==> src/rtl/load_unit.sv <==
// rtl/load_unit.sv - RV32I load unit: word-aligned data-memory read, lane extract, sign/zero extend.
// Optional LOAD_TIMEOUT_EN raises an access fault when a read stalls for TIMEOUT_CYCLES in REQ.

module load_unit #(
    parameter int TIMEOUT_CYCLES = 256
) (
    input  logic        clk_in,
    input  logic        rst_in,
    input  logic        load_req_in,
    input  logic [2:0]  func3_in,
    input  logic [31:0] iadder_in,
    input  logic [4:0]  rd_addr_in,
    output logic        busy_out,
    output logic [31:0] dm_addr_out,
    output logic        dm_rd_req_out,
    input  logic        dm_rd_valid_in,
    input  logic [31:0] dm_data_in,
    output logic        load_valid_out,
    output logic [31:0] load_data_out,
    output logic [4:0]  load_rd_out,
    output logic        load_err_out,
    output logic [1:0]  err_code_out
);

    typedef enum logic [1:0] {
        IDLE = 2'd0,
        REQ  = 2'd1,
        RESP = 2'd2,
        ERR  = 2'd3
    } state_t;

    localparam logic [2:0] F3_LB  = 3'b000;
    localparam logic [2:0] F3_LH  = 3'b001;
    localparam logic [2:0] F3_LW  = 3'b010;
    localparam logic [2:0] F3_LBU = 3'b100;
    localparam logic [2:0] F3_LHU = 3'b101;

    localparam logic [1:0] CODE_MISALIGNED = 2'b01;
    localparam logic [1:0] CODE_ILLEGAL    = 2'b10;
    localparam logic [1:0] CODE_FAULT      = 2'b11;

    generate
        if (TIMEOUT_CYCLES < 2) begin : g_timeout_range_check
            $error("load_unit: TIMEOUT_CYCLES must be at least 2");
        end
    endgenerate

    state_t      state;
    logic [2:0]  func3_q;
    logic [1:0]  off_q;
    logic [4:0]  rd_q;

    logic        req_illegal;
    logic        req_misaligned;
    logic [31:0] lane;
    logic [31:0] ext_data;

`ifdef LOAD_TIMEOUT_EN
    localparam int CNT_W = (TIMEOUT_CYCLES > 2) ? $clog2(TIMEOUT_CYCLES) : 1;
    localparam logic [CNT_W-1:0] CNT_LAST = CNT_W'(TIMEOUT_CYCLES - 1);
    logic [CNT_W-1:0] tmo_cnt;
`endif

    // Request decode; an illegal func3 masks any misalignment.
    always_comb begin
        req_illegal    = 1'b0;
        req_misaligned = 1'b0;
        case (func3_in)
            F3_LB, F3_LBU: req_misaligned = 1'b0;
            F3_LH, F3_LHU: req_misaligned = iadder_in[0];
            F3_LW:         req_misaligned = (iadder_in[1:0] != 2'b00);
            default:       req_illegal    = 1'b1;
        endcase
    end

    always_comb begin
        lane     = dm_data_in >> {off_q, 3'b000};
        ext_data = lane;
        case (func3_q)
            F3_LB:   ext_data = {{24{lane[7]}}, lane[7:0]};
            F3_LBU:  ext_data = {24'd0, lane[7:0]};
            F3_LH:   ext_data = {{16{lane[15]}}, lane[15:0]};
            F3_LHU:  ext_data = {16'd0, lane[15:0]};
            default: ext_data = lane;
        endcase
    end

    always_ff @(posedge clk_in) begin
        if (rst_in) begin
            state          <= IDLE;
            func3_q        <= 3'd0;
            off_q          <= 2'd0;
            rd_q           <= 5'd0;
            busy_out       <= 1'b0;
            dm_addr_out    <= 32'd0;
            dm_rd_req_out  <= 1'b0;
            load_valid_out <= 1'b0;
            load_data_out  <= 32'd0;
            load_rd_out    <= 5'd0;
            load_err_out   <= 1'b0;
            err_code_out   <= 2'b00;
`ifdef LOAD_TIMEOUT_EN
            tmo_cnt        <= '0;
`endif
        end else begin
            load_valid_out <= 1'b0;
            load_err_out   <= 1'b0;
            err_code_out   <= 2'b00;

            case (state)
                REQ: begin
                    // A response in the expiry cycle still completes normally.
                    if (dm_rd_valid_in) begin
                        state          <= RESP;
                        busy_out       <= 1'b0;
                        dm_rd_req_out  <= 1'b0;
                        load_valid_out <= 1'b1;
                        load_data_out  <= ext_data;
                        load_rd_out    <= rd_q;
                    end
`ifdef LOAD_TIMEOUT_EN
                    else if (tmo_cnt == CNT_LAST) begin
                        state         <= ERR;
                        busy_out      <= 1'b0;
                        dm_rd_req_out <= 1'b0;
                        load_err_out  <= 1'b1;
                        err_code_out  <= CODE_FAULT;
                    end else begin
                        tmo_cnt <= tmo_cnt + 1'b1;
                    end
`endif
                end

                default: begin
                    // IDLE, RESP and ERR all accept a new request.
                    if (load_req_in) begin
                        func3_q     <= func3_in;
                        off_q       <= iadder_in[1:0];
                        rd_q        <= rd_addr_in;
                        dm_addr_out <= {iadder_in[31:2], 2'b00};
`ifdef LOAD_TIMEOUT_EN
                        tmo_cnt     <= '0;
`endif
                        if (req_illegal) begin
                            state        <= ERR;
                            load_err_out <= 1'b1;
                            err_code_out <= CODE_ILLEGAL;
                        end else if (req_misaligned) begin
                            state        <= ERR;
                            load_err_out <= 1'b1;
                            err_code_out <= CODE_MISALIGNED;
                        end else begin
                            state         <= REQ;
                            busy_out      <= 1'b1;
                            dm_rd_req_out <= 1'b1;
                        end
                    end else begin
                        state <= IDLE;
                    end
                end
            endcase
        end
    end

endmodule

==> config.mk <==
export PLATFORM = sky130hd
export DESIGN_NAME = load_unit
export DESIGN_NICKNAME = d
export VERILOG_FILES = /design/src/rtl/load_unit.sv
export SDC_FILE = /design/constraint.sdc
export NUM_CORES = 1
export LEC_CHECK = 0
export ABC_AREA = 1
export BUFFER_PORTS_ARGS = -buffer_cell sky130_fd_sc_hd__buf_4
export CAP_MARGIN = 10
export CELL_PAD_IN_SITES_DETAIL_PLACEMENT = 2
export CELL_PAD_IN_SITES_GLOBAL_PLACEMENT = 2
export CORE_ASPECT_RATIO = 1.2
export CORE_MARGIN = 2
export CORE_UTILIZATION = 27
export CTS_CLUSTER_SIZE = 10
export DETAILED_ROUTE_END_ITERATION = 6
export GPL_TIMING_DRIVEN = 0
export PLACE_DENSITY_LB_ADDON = 0.1
export SYNTH_ARGS = -nofsm -noshare
export SYNTH_HDL_FRONTEND = slang
export SYNTH_SLANG_ARGS = --single-unit
export TNS_END_PERCENT = 50
==> constraint.sdc <==
create_clock -name clk_in -period 2.7 [get_ports clk_in]
set_input_delay 0.27 -clock clk_in [delete_from_list [all_inputs] [get_ports clk_in]]
set_output_delay 0.27 -clock clk_in [all_outputs]
set_load 0.005 [all_outputs]
==> impl_metrics.xml, run 1 <==
<?xml version="1.0" encoding="UTF-8"?>
<metrics>
  <group name="setup_path">
    <metric name="crit_path_max_fanout" unit="">9</metric>
    <metric name="worst-endpoint-arrival" unit="ns">1.60</metric>
    <metric name="crit_end_element" unit="">flip-flop</metric>
    <metric name="cp-start-kind" unit="">flip-flop</metric>
    <metric name="critical_path_class" unit="">flip-flop to flip-flop</metric>
    <metric name="critPathRequiredTime" unit="ns">2.95</metric>
  </group>
  <group name="cts">
    <metric name="hold_buffers" unit="">0</metric>
    <metric name="cts_resized" unit="">0</metric>
    <metric name="cts.reportedPaths.clkPinSlew" unit="ns">0.06</metric>
    <metric name="cts_sinks" unit="">84</metric>
    <metric name="cts_max_level" unit="">3</metric>
    <metric name="clk_latency" unit="ns">0.34</metric>
    <metric name="clockBufferDepth" unit="">2</metric>
    <metric name="cts-root-buf" unit="">clkbuf_16</metric>
    <metric name="post_cts.repair.setup_buffers" unit="">0</metric>
    <metric name="cts-buffers-inserted" unit="">9</metric>
    <metric name="tritoncts" unit="">built</metric>
  </group>
  <group name="power">
    <metric name="power-per-cell-area" unit="nW/um^2">610</metric>
    <metric name="totalPowerFinal" unit="uW">3330</metric>
    <metric name="leakage_power_summed_over_all_cells" unit="uW">0.00281</metric>
    <metric name="irDropWorstVdd" unit="mV">0.238</metric>
  </group>
  <group name="floorplan">
    <metric name="fp.dieH" unit="um">134</metric>
    <metric name="floorplan.initialDensity" unit="%">27.7</metric>
    <metric name="ioPinCount" unit="">151</metric>
    <metric name="fp.dieArea" unit="um^2">15100</metric>
    <metric name="fp.dieW" unit="um">113</metric>
    <metric name="placement_rows" unit="">47</metric>
    <metric name="core_area" unit="um^2">13800</metric>
  </group>
  <group name="synth">
    <metric name="synth_area_per_cell" unit="um^2">7.16</metric>
    <metric name="synth.distinct_cells" unit="">27</metric>
    <metric name="synthesis.area" unit="um^2">3820</metric>
    <metric name="synth_seq_area_share" unit="%">44.0</metric>
    <metric name="synth_seq_cells" unit="">84</metric>
    <metric name="synth_warnings" unit="">0</metric>
    <metric name="synth_cells" unit="">534</metric>
  </group>
  <group name="detailed_routing">
    <metric name="wl_met2" unit="um">7600</metric>
    <metric name="vias_per_cell" unit="">4.70</metric>
    <metric name="routed-via-count" unit="">4081</metric>
    <metric name="drt-wirelength-per-cell" unit="um">15.9</metric>
    <metric name="dr.pass1.iters" unit="">4</metric>
    <metric name="routed-wl-met3" unit="um">863</metric>
    <metric name="highest-signal-layer" unit="">met4</metric>
    <metric name="wl_met1" unit="um">5170</metric>
    <metric name="drc_errors_left" unit="">0</metric>
    <metric name="drt-initial-drc-count" unit="">92</metric>
    <metric name="ant_nets" unit="">0</metric>
    <metric name="route.final.wire_length" unit="um">13800</metric>
  </group>
  <group name="place">
    <metric name="place_hpwl" unit="um">11200</metric>
    <metric name="numPortBuffers" unit="">148</metric>
    <metric name="dp_slack" unit="ns">1.23</metric>
    <metric name="gp_routability_congestion" unit="">0.820</metric>
  </group>
  <group name="sta">
    <metric name="finalHoldViolCount" unit="">0</metric>
    <metric name="max_clock_freq" unit="MHz">736</metric>
    <metric name="finalMaxSlewViolations" unit="">0</metric>
    <metric name="layout_setup_ws" unit="ns">1.34</metric>
    <metric name="final_min_period_over_clock_period" unit="%">50.3</metric>
    <metric name="final.setup.tns" unit="ns">0</metric>
    <metric name="final_period_minus_worst_setup_slack" unit="ns">1.36</metric>
    <metric name="report.final.setup_viol" unit="">0</metric>
    <metric name="skew" unit="ns">0.00593</metric>
    <metric name="setup_repair_after_global_routing_missed_its_margin" unit="">no</metric>
  </group>
  <group name="finish">
    <metric name="antenna_cells" unit="">0</metric>
    <metric name="layout_cell_share_with_drive_strength_beyond_1" unit="%">29.4</metric>
    <metric name="layout.cells.most_common" unit="">buf_4</metric>
    <metric name="area_delta_synth_final" unit="%">42.7</metric>
    <metric name="finish.net_count" unit="">770</metric>
    <metric name="most-common-layout-cells" unit="">buf_4, nand2_1, dfxtp_1</metric>
  </group>
  <group name="global_routing">
    <metric name="initial_antenna_violation_count" unit="">0</metric>
    <metric name="remaining_global_route_overflow" unit="">0</metric>
    <metric name="first_global_vias" unit="">4511</metric>
    <metric name="grt_first_pass_wirelength" unit="um">22300</metric>
    <metric name="global_route.usage.total" unit="%">18.8</metric>
    <metric name="grt_start_max_net_pins" unit="">14</metric>
  </group>
  <group name="flow_run">
    <metric name="max-cap-violations" unit="">0</metric>
  </group>
  <group name="worst_hold_path">
    <metric name="min-delay-path-class" unit="">primary input to flip-flop</metric>
  </group>
  <group name="status">
    <metric name="status" unit="">finished clean</metric>
  </group>
</metrics>
through the flow:
stage	utilization (%)	hold slack, ns	instances	cell area [um^2]
4_1_cts	39.5	0.138	869	5460
2_1_floorplan	-	0.360	535	3830
3_3_place_gp	37.3	0.441	854	5150
5_1_grt	39.5	0.153	869	5460
3_5_place_dp	37.3	0.449	854	5150
6_report	39.5	0.148	869	5460
cell usage after synthesis:
cell      count  share of area [%]
nor2_1       82                8.0
nand3_2       2               0.52
buf_6         9                2.7
nor2_4        2               0.59
o21ai_0      42                5.5
nand3b_1      1               0.20
nor2_8        1               0.52
nand2_1     123                 12
nor2_2        1               0.16
clkbuf_1      9               0.88
inv_4         2               0.33
nand3_1      49                6.4
nand2_4       1               0.29
dfxtp_1      84                 44
a21oi_1      19                2.5
inv_1        43                4.2
a21boi_0      1               0.20
o21a_1       23                4.5
inv_2         4               0.39
o211ai_1      7                1.4
buf_4         7                1.4
nor3_1        1               0.13
o21ai_1       6               0.79
buf_2        10                1.3
conb_1        1              0.098
nand2_2       3               0.49
nand3_4       1               0.46
registers in the layout, summed over array words and instances (netlist names):
signal	count
off_q	2
dm_rd_req_out	1
state	2
load_data_out	32
rd_q	5
err_code_out	2
load_rd_out	5
load_err_out	1
func3_q	3
load_valid_out	1
dm_addr_out	30
area by class of cell:
class | instances | area, um^2
Timing Repair Buffer | 148 | 1110
Fill cell | 1651 | 8360
Tap cell | 171 | 214
Inverter | 49 | 189
Clock buffer | 12 | 256
Sequential cell | 84 | 1680
Buffer | 35 | 238
Multi-Input combinational cell | 367 | 1720
Clock inverter | 3 | 46.3
worst paths after layout:
kind / from / to / slack, ns / depth (start not counted)
setup / recovery: off_q[1] / load_data_out[16] / 1.34 / 7
hold / removal: iadder_in[17] / dm_addr_out[17] / 0.15 / 3
setup reg to reg: off_q[1] / load_data_out[16] / 1.34 / 7
hold reg to reg: rd_q[2] / rd_q[2] / 0.46 / 2
critical path: stages (launching register included):
cell and delay [ns]:
dfxtp_1 0.32, inv_1 0.13, nand2_2 0.19, inv_1 0.16
a21oi_1 0.19, nand3_1 0.14, nand2_1 0.09, inv_1 0.04
metal layers:
metal,vias up,global-route usage [%]
met5,-,0
met4,0,5.69
met3,12,5.33
met2,97,36.5
met1,1959,19.1
li1,2013,-
kinds of logic after synthesis:
logic type / after synthesis / synth area share [%]
DFF: 84 / 44.0
AOI/OAI and AO/OA: 98 / 14.9
and+or+nand+nor: 267 / 29.9
other: 1 / 0.0981
buffers and inverters: 84 / 11.2
power breakdown:
group / internal, uW / leakage [uW] / total [uW] / switching [uW]
Combinational: 313 / 0.00198 / 677 / 364
Clock: 764 / 0.000145 / 1270 / 503
Sequential: 1330 / 0.000691 / 1380 / 47.5
Total: 2410 / 0.00281 / 3330 / 915
No activity file was read; power rests on OpenSTA's default activity.
==> inputs of run 2 (changes only) <==
--- a/config.mk
+++ b/config.mk
@@ -5,14 +5,14 @@
 export SDC_FILE = /design/constraint.sdc
 export NUM_CORES = 1
 export LEC_CHECK = 0
-export ABC_AREA = 1
+export ABC_AREA = 0
 export BUFFER_PORTS_ARGS = -buffer_cell sky130_fd_sc_hd__buf_4
 export CAP_MARGIN = 10
 export CELL_PAD_IN_SITES_DETAIL_PLACEMENT = 2
 export CELL_PAD_IN_SITES_GLOBAL_PLACEMENT = 2
 export CORE_ASPECT_RATIO = 1.2
 export CORE_MARGIN = 2
-export CORE_UTILIZATION = 27
+export CORE_UTILIZATION = 23
 export CTS_CLUSTER_SIZE = 10
 export DETAILED_ROUTE_END_ITERATION = 6
 export GPL_TIMING_DRIVEN = 0
==> constraint.sdc (replaced) <==
create_clock -name clk_in -period 1.2 [get_ports clk_in]
set_input_delay 0.12 -clock clk_in [delete_from_list [all_inputs] [get_ports clk_in]]
set_output_delay 0.12 -clock clk_in [all_outputs]
set_load 0.005 [all_outputs]
==> impl_metrics.xml, run 2 <==
<?xml version="1.0" encoding="UTF-8"?>
<metrics>
  <group name="status">
    <metric name="status" unit="">complete, but fails checks</metric>
    <metric name="violations_in_the_final_reports" unit="">setup timing</metric>
  </group>
  <group name="sta">
    <metric name="final.setup.tns" unit="ns">-10.76</metric>
    <metric name="skew" unit="ns">0.00487</metric>
    <metric name="finalMaxSlewViolations" unit="">0</metric>
    <metric name="max_slew.worst_pin.slew" unit="ns">0.792</metric>
    <metric name="final_period_minus_worst_setup_slack" unit="ns">1.62</metric>
    <metric name="final_min_period_over_clock_period" unit="%">135</metric>
    <metric name="setup_repair_after_global_routing_missed_its_margin" unit="">yes</metric>
    <metric name="layout_setup_ws" unit="ns">-0.420</metric>
    <metric name="finalHoldViolCount" unit="">0</metric>
    <metric name="report.final.setup_viol" unit="">34</metric>
    <metric name="timing.slew.headroom" unit="%">47.2</metric>
    <metric name="max_clock_freq" unit="MHz">617</metric>
  </group>
  <group name="detailed_routing">
    <metric name="vias_per_cell" unit="">4.60</metric>
    <metric name="routed-via-count" unit="">3724</metric>
    <metric name="drt-initial-drc-count" unit="">131</metric>
    <metric name="drt-wirelength-per-cell" unit="um">18.0</metric>
    <metric name="drc_errors_left" unit="">0</metric>
    <metric name="ant_nets" unit="">0</metric>
    <metric name="route.final.wire_length" unit="um">14600</metric>
    <metric name="dr.pass1.iters" unit="">4</metric>
  </group>
  <group name="place">
    <metric name="place_hpwl" unit="um">10800</metric>
    <metric name="detailed_place.area" unit="um^2">4880</metric>
    <metric name="numPortBuffers" unit="">147</metric>
    <metric name="gp_routability_congestion" unit="">0.779</metric>
    <metric name="dpl.cell_count" unit="">771</metric>
  </group>
  <group name="floorplan">
    <metric name="core_area" unit="um^2">15000</metric>
    <metric name="fp.dieH" unit="um">139</metric>
    <metric name="fp.dieW" unit="um">117</metric>
    <metric name="fp.dieArea" unit="um^2">16300</metric>
    <metric name="placement_rows" unit="">49</metric>
    <metric name="ioPinCount" unit="">151</metric>
    <metric name="floorplan.initialDensity" unit="%">23.4</metric>
  </group>
  <group name="synth">
    <metric name="synth_cells" unit="">419</metric>
    <metric name="synth.top_cells.by_area" unit="">dfxtp_1, nand2_1, a21oi_1</metric>
    <metric name="top_area_cell_type_share_of_the_netlist_area" unit="%">48.0</metric>
    <metric name="synth_seq_cells" unit="">84</metric>
    <metric name="synth_area_per_cell" unit="um^2">8.37</metric>
    <metric name="synthTopCellsByCount" unit="">nand2_1, dfxtp_1, a21oi_1</metric>
    <metric name="synth.distinct_cells" unit="">34</metric>
    <metric name="synthesis.area" unit="um^2">3510</metric>
    <metric name="synth_edf_count" unit="">0</metric>
    <metric name="synth_top_cell_by_area" unit="">dfxtp_1</metric>
    <metric name="post-synth-top-count-cell" unit="">nand2_1</metric>
    <metric name="synthArstFlopShare" unit="%">0</metric>
    <metric name="yosys_most_used_dff" unit="">dfxtp_1</metric>
    <metric name="synth_warnings" unit="">0</metric>
    <metric name="synth_seq_area_share" unit="%">48.0</metric>
  </group>
  <group name="global_routing">
    <metric name="global_route.usage.total" unit="%">17.9</metric>
    <metric name="remaining_global_route_overflow" unit="">0</metric>
    <metric name="initial_antenna_violation_count" unit="">0</metric>
    <metric name="grt_first_pass_wirelength" unit="um">22200</metric>
    <metric name="grt_start_max_net_pins" unit="">16</metric>
    <metric name="first_global_vias" unit="">4136</metric>
  </group>
  <group name="setup_path">
    <metric name="worst-endpoint-arrival" unit="ns">1.82</metric>
    <metric name="critPathRequiredTime" unit="ns">1.40</metric>
    <metric name="cp-start-kind" unit="">flip-flop</metric>
    <metric name="cell_with_the_most_instances_on_the_worst_path" unit="">buf_6</metric>
    <metric name="critical-path-slowest-cell" unit="">dfxtp_2</metric>
    <metric name="crit_chain" unit="">buf_6 &gt; buf_12 &gt; buf_6 &gt; mux2_2 &gt; o211ai_1 &gt; a21oi_1</metric>
    <metric name="crit_buf_inv" unit="">3</metric>
    <metric name="family_with_the_most_delay_on_the_worst_path" unit="">compound AO/OA/AOI/OAI gates</metric>
    <metric name="critical-path-max-stage-delay" unit="ns">0.35</metric>
    <metric name="crit_end_element" unit="">flip-flop</metric>
    <metric name="critical_path_class" unit="">flip-flop to flip-flop</metric>
    <metric name="crit_path_max_fanout" unit="">6</metric>
  </group>
  <group name="finish">
    <metric name="most-common-layout-cells" unit="">buf_4, nand2_1, dfxtp_1</metric>
    <metric name="final_core_utilization" unit="%">39.1</metric>
    <metric name="layout.cells.most_common" unit="">buf_4</metric>
    <metric name="finish.net_count" unit="">677</metric>
    <metric name="fill_cells" unit="">1720</metric>
    <metric name="registers.top_by_ff_count" unit="">load_data_out</metric>
    <metric name="final_cell_area" unit="um^2">5850</metric>
    <metric name="area_delta_synth_final" unit="%">66.8</metric>
    <metric name="top_regs" unit="">load_data_out x32, dm_addr_out x30</metric>
    <metric name="antenna_cells" unit="">0</metric>
    <metric name="layout_cell_share_with_drive_strength_beyond_1" unit="%">44.1</metric>
    <metric name="largest_register_ffs" unit="">32</metric>
    <metric name="finalNonFillerCells" unit="">810</metric>
  </group>
  <group name="power">
    <metric name="leakage_power_summed_over_all_cells" unit="uW">0.00245</metric>
    <metric name="power_frac_comb" unit="%">19.8</metric>
    <metric name="p_seq_share" unit="%">40.1</metric>
    <metric name="irDropWorstVdd" unit="mV">0.656</metric>
    <metric name="power.switching_fraction" unit="%">26.9</metric>
    <metric name="p_clk_share" unit="%">40.2</metric>
    <metric name="p_switching" unit="uW">2060</metric>
    <metric name="internal-power" unit="uW">5590</metric>
    <metric name="power-per-cell-area" unit="nW/um^2">1310</metric>
  </group>
  <group name="cts">
    <metric name="cts.reportedPaths.clkPinSlew" unit="ns">0.07</metric>
    <metric name="clk_latency" unit="ns">0.34</metric>
    <metric name="cts_sinks" unit="">84</metric>
    <metric name="cts-buffers-inserted" unit="">9</metric>
    <metric name="tritoncts" unit="">built</metric>
    <metric name="cts_max_level" unit="">3</metric>
    <metric name="cts-root-buf" unit="">clkbuf_16</metric>
    <metric name="clockBufferDepth" unit="">2</metric>
  </group>
  <group name="flow_run">
    <metric name="max-cap-violations" unit="">0</metric>
  </group>
  <group name="worst_hold_path">
    <metric name="min-delay-path-class" unit="">primary input to flip-flop</metric>
  </group>
</metrics>
==> run 2: cell count changes after synthesis, sizes merged, moves of 5 or more <==
| cell | delta |
|---|---|
| a211oi | +18 |
| a21oi | +42 |
| a22o | +7 |
| buf | -16 |
| clkbuf | +14 |
| inv | -45 |
| mux2 | +7 |
| mux2i | +17 |
| nand2 | -5 |
| nand3 | -51 |
| nor2 | -61 |
| o21a | -22 |
| o21ai | -39 |
==> run 2: worst reg2reg max path, cell delays in order, from the launching register on <==
cell,delay [ns]
dfxtp_2,0.35
buf_6,0.14
buf_12,0.12
buf_6,0.11
mux2_2,0.35
o211ai_1,0.30
a21oi_1,0.11
==> run 2: timing repair <==
item,CTS,global route
pin swaps,11,10
buffers inserted,15,6
gates cloned,2,2
endpoints found under the setup margin,81,70
resized for setup,73,42
hold buffers,0,0
==> run 2: cell families (layout without fill, tap and decap cells) <==
logic type	count (synthesis)	count (layout)	synth area share, %
and+or+nand+nor	162	162	18.6
AOI/OAI and AO/OA	110	110	20.7
DFF	84	84	48.0
buffers and inverters	37	223	4.85
muxes	25	25	7.74
other	1	2	0.107
==> run 2: power groups by stage <==
stage	clock (uW)	combinational (uW)	sequential (uW)
final	3070	1510	3060
after global routing	3310	1650	3080
after CTS	3200	1430	3060
after detailed placement	0	1210	3120
after global placement	0	1170	3110
after floorplan	0	550	3110
==> run 2: worst paths after layout <==
path            startpoint                to  slack, ns  depth (start not counted)
max               off_q[0]  load_data_out[0]      -0.42                          6
min          iadder_in[24]   dm_addr_out[24]       0.02                          3
max reg2reg       off_q[0]  load_data_out[0]      -0.42                          6
min reg2reg        rd_q[2]    load_rd_out[2]       0.46                          2
==> run 2: through the flow <==
stage	hold slack [ns]	worst slack [ns]	power (uW)
2_1_floorplan	0.246	-0.226	3660
4_1_cts	0.0104	-0.422	7690
5_1_grt	0.0192	-0.462	8040
3_3_place_gp	0.367	-0.571	4290
6_report	0.0227	-0.420	7640
3_5_place_dp	0.380	-0.605	4330
==> run 2: layout make-up <==
cell class,count,area (um^2),share of cell area [%]
plain buffers,32,282,4.81
flip-flops and latches,84,1690,28.9
clock buffers,9,225,3.85
inverters,4,15.0,0.257
well taps,204,255,4.37
repair buffers,171,1410,24.2
clock inverters,7,98.8,1.69
multi-input cells,299,1870,31.9
==> run 2: per-layer routing <==
layer  track usage (%)  vias up  wire length, um
met5                 0        -                0
met4              5.51        0              250
met3              5.44       14              957
met2              32.4      114             7790
met1              19.7     1815             5590
li1                  -     1781                -
==> inputs of run 3 (changes only) <==
--- a/config.mk
+++ b/config.mk
@@ -8,11 +8,11 @@
 export ABC_AREA = 0
 export BUFFER_PORTS_ARGS = -buffer_cell sky130_fd_sc_hd__buf_4
 export CAP_MARGIN = 10
-export CELL_PAD_IN_SITES_DETAIL_PLACEMENT = 2
-export CELL_PAD_IN_SITES_GLOBAL_PLACEMENT = 2
+export CELL_PAD_IN_SITES_DETAIL_PLACEMENT = 0
+export CELL_PAD_IN_SITES_GLOBAL_PLACEMENT = 1
 export CORE_ASPECT_RATIO = 1.2
 export CORE_MARGIN = 2
-export CORE_UTILIZATION = 23
+export CORE_UTILIZATION = 30
 export CTS_CLUSTER_SIZE = 10
 export DETAILED_ROUTE_END_ITERATION = 6
 export GPL_TIMING_DRIVEN = 0
==> impl_metrics.xml, run 3 (synthesis gave the netlist of run 2 again) <==
<?xml version="1.0" encoding="UTF-8"?>
<metrics>
  <group name="global_routing">
    <metric name="remaining_global_route_overflow" unit="">0</metric>
    <metric name="grt_start_max_net_pins" unit="">17</metric>
    <metric name="first_global_vias" unit="">3469</metric>
    <metric name="global_route.usage.total" unit="%">18.3</metric>
    <metric name="grt_first_pass_wirelength" unit="um">17500</metric>
    <metric name="initial_antenna_violation_count" unit="">0</metric>
  </group>
  <group name="finish">
    <metric name="finalNonFillerCells" unit="">747</metric>
    <metric name="registers.top_by_ff_count" unit="">load_data_out</metric>
    <metric name="multi_input_area" unit="um^2">1760</metric>
    <metric name="fill_cells" unit="">1170</metric>
    <metric name="final_cell_area" unit="um^2">5390</metric>
    <metric name="antenna_cells" unit="">0</metric>
    <metric name="most-common-layout-cells" unit="">buf_4, nand2_1, dfxtp_1</metric>
    <metric name="area_delta_synth_final" unit="%">53.7</metric>
    <metric name="finish.net_count" unit="">661</metric>
    <metric name="top_regs" unit="">load_data_out x32, dm_addr_out x30</metric>
    <metric name="largest_register_ffs" unit="">32</metric>
    <metric name="layout_cell_share_with_drive_strength_beyond_1" unit="%">40.0</metric>
    <metric name="ff_latch_area" unit="um^2">1690</metric>
    <metric name="layout.cells.most_common" unit="">buf_4</metric>
  </group>
  <group name="place">
    <metric name="numPortBuffers" unit="">147</metric>
    <metric name="place_hpwl" unit="um">8550</metric>
    <metric name="detailed_place.area" unit="um^2">4820</metric>
    <metric name="gp_routability_congestion" unit="">0.854</metric>
    <metric name="dpl.cell_count" unit="">724</metric>
  </group>
  <group name="detailed_routing">
    <metric name="routed-via-count" unit="">3474</metric>
    <metric name="route.final.wire_length" unit="um">11300</metric>
    <metric name="ant_nets" unit="">0</metric>
    <metric name="dr.pass1.iters" unit="">4</metric>
    <metric name="vias_per_cell" unit="">4.65</metric>
    <metric name="drc_errors_left" unit="">0</metric>
    <metric name="drt-wirelength-per-cell" unit="um">15.2</metric>
    <metric name="drt-initial-drc-count" unit="">115</metric>
  </group>
  <group name="setup_path">
    <metric name="cp-start-kind" unit="">flip-flop</metric>
    <metric name="critical_path_class" unit="">flip-flop to flip-flop</metric>
    <metric name="worst-endpoint-arrival" unit="ns">1.76</metric>
    <metric name="critPathRequiredTime" unit="ns">1.39</metric>
    <metric name="crit_path_max_fanout" unit="">7</metric>
    <metric name="crit_end_element" unit="">flip-flop</metric>
  </group>
  <group name="cts">
    <metric name="hold_buffers" unit="">0</metric>
    <metric name="cts_sinks" unit="">84</metric>
    <metric name="cts.reportedPaths.clkPinSlew" unit="ns">0.07</metric>
    <metric name="clockBufferDepth" unit="">2</metric>
    <metric name="cts_max_level" unit="">3</metric>
    <metric name="cts-root-buf" unit="">clkbuf_16</metric>
    <metric name="tritoncts" unit="">built</metric>
    <metric name="cts-buffers-inserted" unit="">9</metric>
    <metric name="clk_latency" unit="ns">0.34</metric>
  </group>
  <group name="floorplan">
    <metric name="fp.dieW" unit="um">103</metric>
    <metric name="core_area" unit="um^2">11500</metric>
    <metric name="fp.dieH" unit="um">122</metric>
    <metric name="placement_rows" unit="">43</metric>
    <metric name="fp.dieArea" unit="um^2">12600</metric>
    <metric name="floorplan.initialDensity" unit="%">30.6</metric>
    <metric name="ioPinCount" unit="">151</metric>
  </group>
  <group name="power">
    <metric name="leakage_power_summed_over_all_cells" unit="uW">0.00226</metric>
    <metric name="irDropWorstVdd" unit="mV">0.860</metric>
    <metric name="power-per-cell-area" unit="nW/um^2">1340</metric>
  </group>
  <group name="worst_hold_path">
    <metric name="min-delay-path-class" unit="">primary input to flip-flop</metric>
  </group>
  <group name="sta">
    <metric name="report.final.setup_viol" unit="">36</metric>
    <metric name="skew" unit="ns">0.00552</metric>
    <metric name="setup_repair_after_global_routing_missed_its_margin" unit="">yes</metric>
    <metric name="finalMaxSlewViolations" unit="">0</metric>
    <metric name="final_min_period_over_clock_period" unit="%">131</metric>
    <metric name="timing.slew.headroom" unit="%">48.2</metric>
    <metric name="finalHoldViolCount" unit="">0</metric>
    <metric name="max_slew.worst_pin.slew" unit="ns">0.774</metric>
    <metric name="final_period_minus_worst_setup_slack" unit="ns">1.57</metric>
    <metric name="layout_setup_ws" unit="ns">-0.371</metric>
    <metric name="max_clock_freq" unit="MHz">637</metric>
  </group>
  <group name="status">
    <metric name="status" unit="">complete, but fails checks</metric>
    <metric name="violations_in_the_final_reports" unit="">setup timing</metric>
  </group>
  <group name="flow_run">
    <metric name="max-cap-violations" unit="">0</metric>
  </group>
</metrics>
run 3: cell types whose count changed in the layout (fill, tap and decap cells not counted), sizes merged:
cell      change
buf          -18
clkbuf        +2
bufinv        -1
clkinvlp      +1
run 3: what timing repair did:
item,in CTS,in global routing
setup buffers,7,0
pin swaps,6,1
resized for setup,54,13
cloned,1,0
endpoints found under the setup margin,80,57
run 3: path summary, 6_finish.rpt:
check	startpoint	end	slack, ns	cells after the start
setup / recovery	off_q[0]	load_data_out[16]	-0.37	6
hold / removal	iadder_in[10]	dm_addr_out[10]	0.02	3
setup reg to reg	off_q[0]	load_data_out[16]	-0.37	6
hold reg to reg	rd_q[0]	load_rd_out[0]	0.45	2
run 3: report_power, final:
part           internal [uW]  switching, uW
logic                    659            616
clock network           1640           1220
registers               2960           98.8
total                   5260           1940
run 3: per-layer routing:
layer	track usage [%]	share of wire, %
met4	5.75	1.7
met2	31.9	49
met1	21.1	42
met5	0	0
met3	5.87	7.5
run 3: through the flow:
stage / setup WS [ns] / total power, uW / util (%) / hold WS (ns) / setup TNS (ns)
6_report: -0.371 / 7200 / 47.0 / 0.0219 / -10.09
5_1_grt: -0.429 / 7540 / 47.0 / 0.0114 / -12.95
4_1_cts: -0.357 / 7280 / 46.8 / 0.0101 / -10.12
3_5_place_dp: -0.585 / 4270 / 42.1 / 0.375 / -31.00
3_3_place_gp: -0.510 / 4250 / 42.1 / 0.368 / -28.46
2_1_floorplan: -0.226 / 3660 / - / 0.246 / -5.87
run 3: area by class of cell:
type	instances	share of cell area (%)
plain buffers	32	4.46
clock buffers	9	4.18
clock inverters	7	1.63
inverters	4	0.279
multi-input cells	299	32.7
flip-flops and latches	84	31.3
well taps	157	3.65
repair buffers	155	21.8
run 3: critical path, stage by stage (launching register included):
cell	delay (ns)
dfxtp_2	0.36
buf_6	0.14
mux2i_2	0.24
o211ai_1	0.15
a31oi_4	0.27
buf_4	0.19
a211oi_2	0.07
